File: src/rtl/spell_mem_initiator.sv
// Bus master for the spell peripheral bus: turns single core load/store requests into
// select/addr/write/data bus cycles and returns the read data. Every transaction is
// followed by a select-low recovery cycle so responders see a fresh select edge per request.
module spell_mem_initiator #(
    parameter int unsigned TIMEOUT_CYCLES = 15
) (
    input  logic       clock,
    input  logic       reset_n,
    input  logic       req_valid,
    output logic       req_ready,
    input  logic       req_write,
    input  logic [7:0] req_addr,
    input  logic [7:0] req_wdata,
    output logic       resp_valid,
    output logic [7:0] resp_rdata,
    output logic       resp_error,
    output logic       select,
    output logic [7:0] addr,
    output logic       write,
    output logic [7:0] data_out,
    input  logic [7:0] data_in,
    input  logic       data_ready
);

    typedef enum logic [1:0] {StIdle, StAccess, StRecover} state_e;

    // A zero timeout disables the counter compare entirely.
    localparam bit         TimeoutEn   = (TIMEOUT_CYCLES != 0);
    localparam logic [7:0] TimeoutLast = 8'(TIMEOUT_CYCLES - 1);

    state_e     state_q, state_d;
    logic       select_q, select_d;
    logic       write_q, write_d;
    logic [7:0] addr_q, addr_d;
    logic [7:0] data_out_q, data_out_d;
    logic       resp_valid_q, resp_valid_d;
    logic       resp_error_q, resp_error_d;
    logic [7:0] resp_rdata_q, resp_rdata_d;
    logic [7:0] cnt_q, cnt_d;
    logic       timeout_hit;

    assign timeout_hit = TimeoutEn && (cnt_q == TimeoutLast);

    // State and registered outputs; reset aborts any transaction without a response.
    always_ff @(posedge clock or negedge reset_n) begin
        if (!reset_n) begin
            state_q      <= StIdle;
            select_q     <= 1'b0;
            write_q      <= 1'b0;
            addr_q       <= 8'h00;
            data_out_q   <= 8'h00;
            resp_valid_q <= 1'b0;
            resp_error_q <= 1'b0;
            resp_rdata_q <= 8'h00;
            cnt_q        <= 8'h00;
        end else begin
            state_q      <= state_d;
            select_q     <= select_d;
            write_q      <= write_d;
            addr_q       <= addr_d;
            data_out_q   <= data_out_d;
            resp_valid_q <= resp_valid_d;
            resp_error_q <= resp_error_d;
            resp_rdata_q <= resp_rdata_d;
            cnt_q        <= cnt_d;
        end
    end

    // Next-state decode.
    always_comb begin
        state_d = state_q;
        unique case (state_q)
            StIdle: begin
                if (req_valid) state_d = StAccess;
            end
            StAccess: begin
                if (data_ready || timeout_hit) state_d = StRecover;
            end
            StRecover: begin
                // Leave once the responder drops its ack, or give up on a stuck ack.
                if (!data_ready || timeout_hit) state_d = StIdle;
            end
            default: state_d = StIdle;
        endcase
    end

    // Next values of the registered bus/response outputs and the timeout counter.
    always_comb begin
        select_d     = select_q;
        write_d      = write_q;
        addr_d       = addr_q;
        data_out_d   = data_out_q;
        resp_valid_d = 1'b0;
        resp_error_d = resp_error_q;
        resp_rdata_d = resp_rdata_q;
        cnt_d        = cnt_q;
        unique case (state_q)
            StIdle: begin
                if (req_valid) begin
                    addr_d     = req_addr;
                    data_out_d = req_wdata;
                    write_d    = req_write;
                    select_d   = 1'b1;
                    cnt_d      = 8'h00;
                end
            end
            StAccess: begin
                if (data_ready) begin
                    resp_valid_d = 1'b1;
                    resp_rdata_d = write_q ? 8'h00 : data_in;
                    resp_error_d = 1'b0;
                    select_d     = 1'b0;
                    write_d      = 1'b0;
                    cnt_d        = 8'h00;
                end else if (timeout_hit) begin
                    resp_valid_d = 1'b1;
                    resp_rdata_d = 8'h00;
                    resp_error_d = 1'b1;
                    select_d     = 1'b0;
                    write_d      = 1'b0;
                    cnt_d        = 8'h00;
                end else begin
                    cnt_d = cnt_q + 8'd1;
                end
            end
            StRecover: begin
                if (data_ready) begin
                    cnt_d = timeout_hit ? 8'h00 : cnt_q + 8'd1;
                end
            end
            default: begin
                select_d = 1'b0;
                write_d  = 1'b0;
            end
        endcase
    end

    assign req_ready  = (state_q == StIdle);
    assign select     = select_q;
    assign write      = write_q;
    assign addr       = addr_q;
    assign data_out   = data_out_q;
    assign resp_valid = resp_valid_q;
    assign resp_error = resp_error_q;
    assign resp_rdata = resp_rdata_q;

endmodule
File: config.mk
export PLATFORM = sky130hd
export DESIGN_NAME = spell_mem_initiator
export DESIGN_NICKNAME = d
export VERILOG_FILES = /design/src/rtl/spell_mem_initiator.sv
export SDC_FILE = /design/constraint.sdc
export NUM_CORES = 1
export LEC_CHECK = 0
export ABC_AREA = 0
export BUFFER_PORTS_ARGS = -buffer_cell sky130_fd_sc_hd__buf_2
export CAP_MARGIN = 20
export CELL_PAD_IN_SITES_DETAIL_PLACEMENT = 0
export CELL_PAD_IN_SITES_GLOBAL_PLACEMENT = 2
export CORE_UTILIZATION = 33
export DETAILED_ROUTE_END_ITERATION = 16
export GPL_ROUTABILITY_DRIVEN = 0
export GPL_TIMING_DRIVEN = 0
export HOLD_SLACK_MARGIN = 0.15
export PLACE_DENSITY_LB_ADDON = 0.1
export SYNTH_ARGS = -nofsm -noshare
export SYNTH_HDL_FRONTEND = slang
export SYNTH_SLANG_ARGS = --single-unit
File: constraint.sdc
create_clock -name clock -period 3.5 [get_ports clock]
set_input_delay 1.05 -clock clock [delete_from_list [all_inputs] [get_ports clock]]
set_output_delay 1.05 -clock clock [all_outputs]
set_load 0.05 [all_outputs]
* Yosys cells after proc, flatten, opt, wreduce, memory -nomap -nowiden
Index checks and enable logic that the tools add are counted.
Cells by class: add/subtract/negate cells 1, equal/unequal tests 8, mux-type cells 23, bitwise gates (word level) 1, reduce and logical (&&, ||, !) cells 11
Operators with widths (count):
- 8-bit two-way mux | 7
- 8-bit case mux with 3 select lines | 1
- 1-bit two-way mux | 9
- 3-bit AND reduction | 3
- 8-bit by 1-bit adder with 8-bit output, second input constant | 1
- 8-bit by 4-bit equality test with 1-bit output, second input constant | 1
- 2-bit != test, second input constant | 4
- 2-bit two-way mux | 3
- 1-bit case mux with 3 select lines | 2
- 2-bit case mux with 3 select lines | 1
- 2-bit AND reduction | 2
- 3-bit != test, second input constant | 1
- 3-bit nonzero test | 1
- 2-bit by 1-bit equality test with 1-bit output, second input constant | 1
- 2-bit equality test, second input constant | 1
- 2-bit logical NOT | 1
- 1-bit logical OR | 2
- 2-bit nonzero test | 1
- 1-bit logical NOT | 1
- 1-bit inverter | 1
Storage, ports and cells: flip-flop bits (word level) 38, output and inout port bits 29, logic and storage cells 53

* Longest topological paths before layout
depth after elaboration 4, depth in mapped cells 7, depth with buffers taken out 6

* Worst setup path before layout
Ideal clock, no wire load.
kind reg-to-reg, from reg state_q[1], to reg cnt_q[5], library setup time 78 ps, data arrival time 2138 ps, data required time 3422 ps, path slack 1285 ps, stages on the path, launching flop included 7, buffers on the path 0, period minus slack after synthesis 2215 ps, cells stage by stage dfrtp_1 inv_1 ha_1 nor2b_2 or3_4 or4_1 a21oi_1
On the way: word-level cells in the longest chain between the ends 3, elaborated cells between the ends (all ways) 8, those cells by class eq/ne: 4; mux: 1; reduce/logical: 3
RTL lines:
- start, declared | RTL line 31 | state_e state_q, state_d;
- start signal, assigned | RTL line 47 | state_q <= StIdle;
- start signal, assigned | RTL line 57 | state_q <= state_d;
- 2-bit logical NOT *
- named net req_ready | RTL line 10 | output logic req_ready,
- 2-bit != test (no source line) / 3-bit nonzero test (equally long branches)
- 3-bit AND reduction (no source line)
- end signal, assigned | RTL line 65 | cnt_q <= cnt_d;
- end, declared | RTL line 39 | logic [7:0] cnt_q, cnt_d;
The timed path passes the listed nets; every way through them passes the cells marked *. A chain may end at the register's enable or synchronous reset.

* Worst setup path after layout
from reg state_q[1], to out req_ready
On the way: word-level cells in the longest chain between the ends 1
RTL lines:
- 2-bit logical NOT | RTL line 138 | assign req_ready = (state_q == StIdle);
- end, declared | RTL line 10
No other way between the ends.

==> run summary <==
The number of vias after detailed routing is 1369. The root buffer cell is clkbuf_8. The via count of the first global-routing pass is 1299. Timing would allow up to 0.403 GHz. Before antenna repair, the detailed router went through 4 iterations. The net count of the mapped netlist is 188. The highest layer touched by signal routing is met4. The standard-cell row count is 26.

In this run, synthesis inferred 0 flip-flops with an integrated enable. Post-CTS timing repair inserted 0 buffers for setup. The total number of clock tree sinks is 38. The commonest register cell after synthesis is dfrtp_1.

The run finished with clean final reports. The clock reaches the later pin of the worst-skew pair after 300 ps. Synthesis handed over a netlist of 153 instances.

The post-synthesis to final-layout area growth is 26.6%. The share of async-settable or async-resettable flops after synthesis came out at 100%. The detailed route wirelength on metal3 is 230 microns. The worst setup path is launched from a register. TritonCTS built the clock tree. The summed negative setup slack over all endpoints is 0 ps.

0 antenna diodes ended up in the layout. At the worst endpoint, the arrival time is 1430 ps. The final-report hold violation count came out at 0. The pin count of the biggest net entering global routing is 39.

The level count of the clock H-tree is 2. Summed over all layers, the routed wires come to 3690 microns. The number of hold-repair buffers added at the cts stage came out at 0. Sequential elements use 54.0% of the synthesized area. The time the worst path needs with I/O delays and setup came out at 2480 ps. The number of instances resized during post-cts repair came out at 0. Using the TritonRoute via totals, the vias-per-cell ratio works out to 4.75. The first global-routing pass estimated 5950 microns of wire.

The count of unique library cells instantiated by Yosys is 35. The worst slew slack as a fraction of its limit came out at 45.5%. The final setup skew came out at 11.6 ps. The half-perimeter wire length after detailed placement is 2700 microns. The final net count is 252.

The share of post-route cells with drive strength above 1 came out at 38.5%. The multi-input combinational cell area is 729 sq um. The count of pins over their slew limit is 0.

The clock transition time at the flip-flop clock pins of the worst setup and hold paths came out at 80 ps. After global routing the overflow that remains totals 0. The fill cell total of the finished layout came out at 505. The routed wire length on met2 came out at 1730 microns.

In this run the standard cell core region covers 5110 sq um. The met1 routed wirelength after detailed routing came out at 1700 microns. The synthesized netlist occupies a cell area of 1760 sq um. In this run the count of I/O pins placed on the die edge is 58. The number of maximum-capacitance constraint violations came out at 0. The number of antenna violations at the first check in global routing is 0.

The number of DRC markers after the initial detailed-route iteration came out at 19. In this run the remaining antenna-violating nets after routing total 0. The worst setup path is of the register to output port kind. The initial core utilization is 34.5%. The final design utilization is 43.6%. The total of buffers placed on input and output ports came out at 57. The path class of the tightest hold or removal check is register to register. The peak ir drop on the vdd network is 0.000525 V. The sequential cells in the finished layout cover a total of 951 sq um. The ratio of final minimum period to clock period is 70.9%. The peak fanout along the critical path came out at 6. The global-route usage over all layers came out at 14.1%. The standby leakage power came out at 1.08 nW.

Dividing the detail-routed wire length by the instance count gives 12.8 microns. Setup violations remaining at the end of the flow were counted as 0. The total of warnings raised by yosys is 0. Setup repair after global routing left no endpoint under its margin.

The detailed-route DRC error count is 0. The required time of the critical path is 2450 ps. The chip height is 75.0 microns.

The number of storage elements in the synthesis netlist is 38. The mean instance size in the synthesized netlist came out at 11.5 sq um. The die is 75.0 microns wide.

Power spread over the standard cell area amounts to 1010 nW/um^2. The slew at the pin closest to its max-slew limit is 817 ps. The capturing element type of the critical path is an output port. The die footprint came out at 5630 sq um. The TritonCTS buffer count is 5. The clock tree buffer depth came out at 2.
==> Yosys cell counts (2+ instances only) <==
cell,n,area (sq um)
nand2_1,7,26.3
nand3_1,2,10.0
nor4_1,3,18.8
o31ai_1,4,30.0
a21oi_1,5,25.0
dfrtp_1,38,951
inv_1,16,60.1
nor3_1,3,15.0
mux2i_1,2,20.0
xnor2_1,2,17.5
mux2_2,16,180
nor2b_1,2,12.5
nand4b_1,9,78.8
ha_1,6,75.1
a21o_1,2,15.0
clkbuf_1,4,15.0
o21ai_0,10,50.1
or4_1,2,15.0
nor2_1,4,15.0
==> final cells by class <==
cell class / instances / area share [%]
Multi-Input combinational cell: 94 / 32.7
Timing Repair Buffer: 57 / 12.8
Sequential cell: 38 / 42.7
Clock buffer: 6 / 3.71
Inverter: 16 / 2.70
Tap cell: 70 / 3.93
Buffer: 5 / 0.898
Clock inverter: 2 / 0.561
==> critical path, cell delays in order (launching register included) <==
cell and delay (ps):
dfrtp_1 430, inv_1 120, ha_1 270, buf_2 310
==> registers in the layout, indices dropped and copies added, names as in the netlist <==
| signal | flops |
|---|---|
| addr | 8 |
| cnt_q | 8 |
| data_out | 8 |
| resp_rdata | 8 |
| state_q | 2 |
| resp_error | 1 |
| resp_valid | 1 |
| select | 1 |
| write | 1 |
==> layer usage <==
metal | up-vias | track usage, %
met2 | 48 | 23.4
met1 | 641 | 17.4
met3 | 6 | 4.55
li1 | 674 | -
met5 | - | 0
met4 | 0 | 4.61
==> stage by stage <==
stage / cells / cell area (sq um) / hold WS, ps / power, W / setup WS [ps]
CTS: 288 / 2230 / 501 / 0.00228 / 990
floorplan: 153 / 1760 / 501 / 0.00167 / 1280
global route: 288 / 2230 / 519 / 0.00239 / 926
global placement: 280 / 2130 / 470 / 0.00193 / 1110
finish: 288 / 2230 / 496 / 0.00225 / 1020
detailed placement: 280 / 2130 / 484 / 0.00195 / 1080
==> cells in the final DEF, fill, tap and decap left out, types with 2 or more instances in the layout <==
cell,Yosys,final
a21o_1,2,2
a21oi_1,5,5
buf_2,1,58
clkbuf_1,4,4
clkbuf_8,0,6
dfrtp_1,38,38
ha_1,6,6
inv_1,16,16
mux2_2,16,16
mux2i_1,2,2
nand2_1,7,7
nand3_1,2,2
nand4b_1,9,9
nor2_1,4,4
nor2b_1,2,2
nor3_1,3,3
nor4_1,3,3
o21ai_0,10,10
o31ai_1,4,4
or4_1,2,2
xnor2_1,2,2
==> report_power, final <==
group | internal (W) | total [W] | switching, W
Sequential | 0.000613 | 0.000710 | 0.0000971
Combinational | 0.000339 | 0.00122 | 0.000884
Clock | 0.000158 | 0.000318 | 0.000159
==> kinds of logic (layout without fill, tap and decap cells) <==
family	after synthesis	count (layout)	synth area share [%]
muxes	18	18	11.4
buffers and inverters	21	86	4.55
AOI/OAI and AO/OA	29	29	10.7
DFF	38	38	54.0
adders and majority gates	6	6	4.26
xor gates and xnor gates	2	2	0.995
and+or+nand+nor	39	39	14.1
==> path summary, 6_finish.rpt <==
kind	from	to	slack, ps	depth (start not counted)
max	state_q[1]$_DFFE_PN0P_	req_ready	1020	3
min	select$_DFFE_PN0P_	select$_DFFE_PN0P_	500	1
max reg2reg	state_q[1]$_DFFE_PN0P_	cnt_q[7]$_DFFE_PN0P_	1350	6
min reg2reg	select$_DFFE_PN0P_	select$_DFFE_PN0P_	500	1
max in group asynchronous	reset_n	cnt_q[7]$_DFFE_PN0P_	2140	1
min in group asynchronous	reset_n	resp_rdata[0]$_DFFE_PN0P_	850	1
Note: power is estimated with default switching activity, not from simulation.
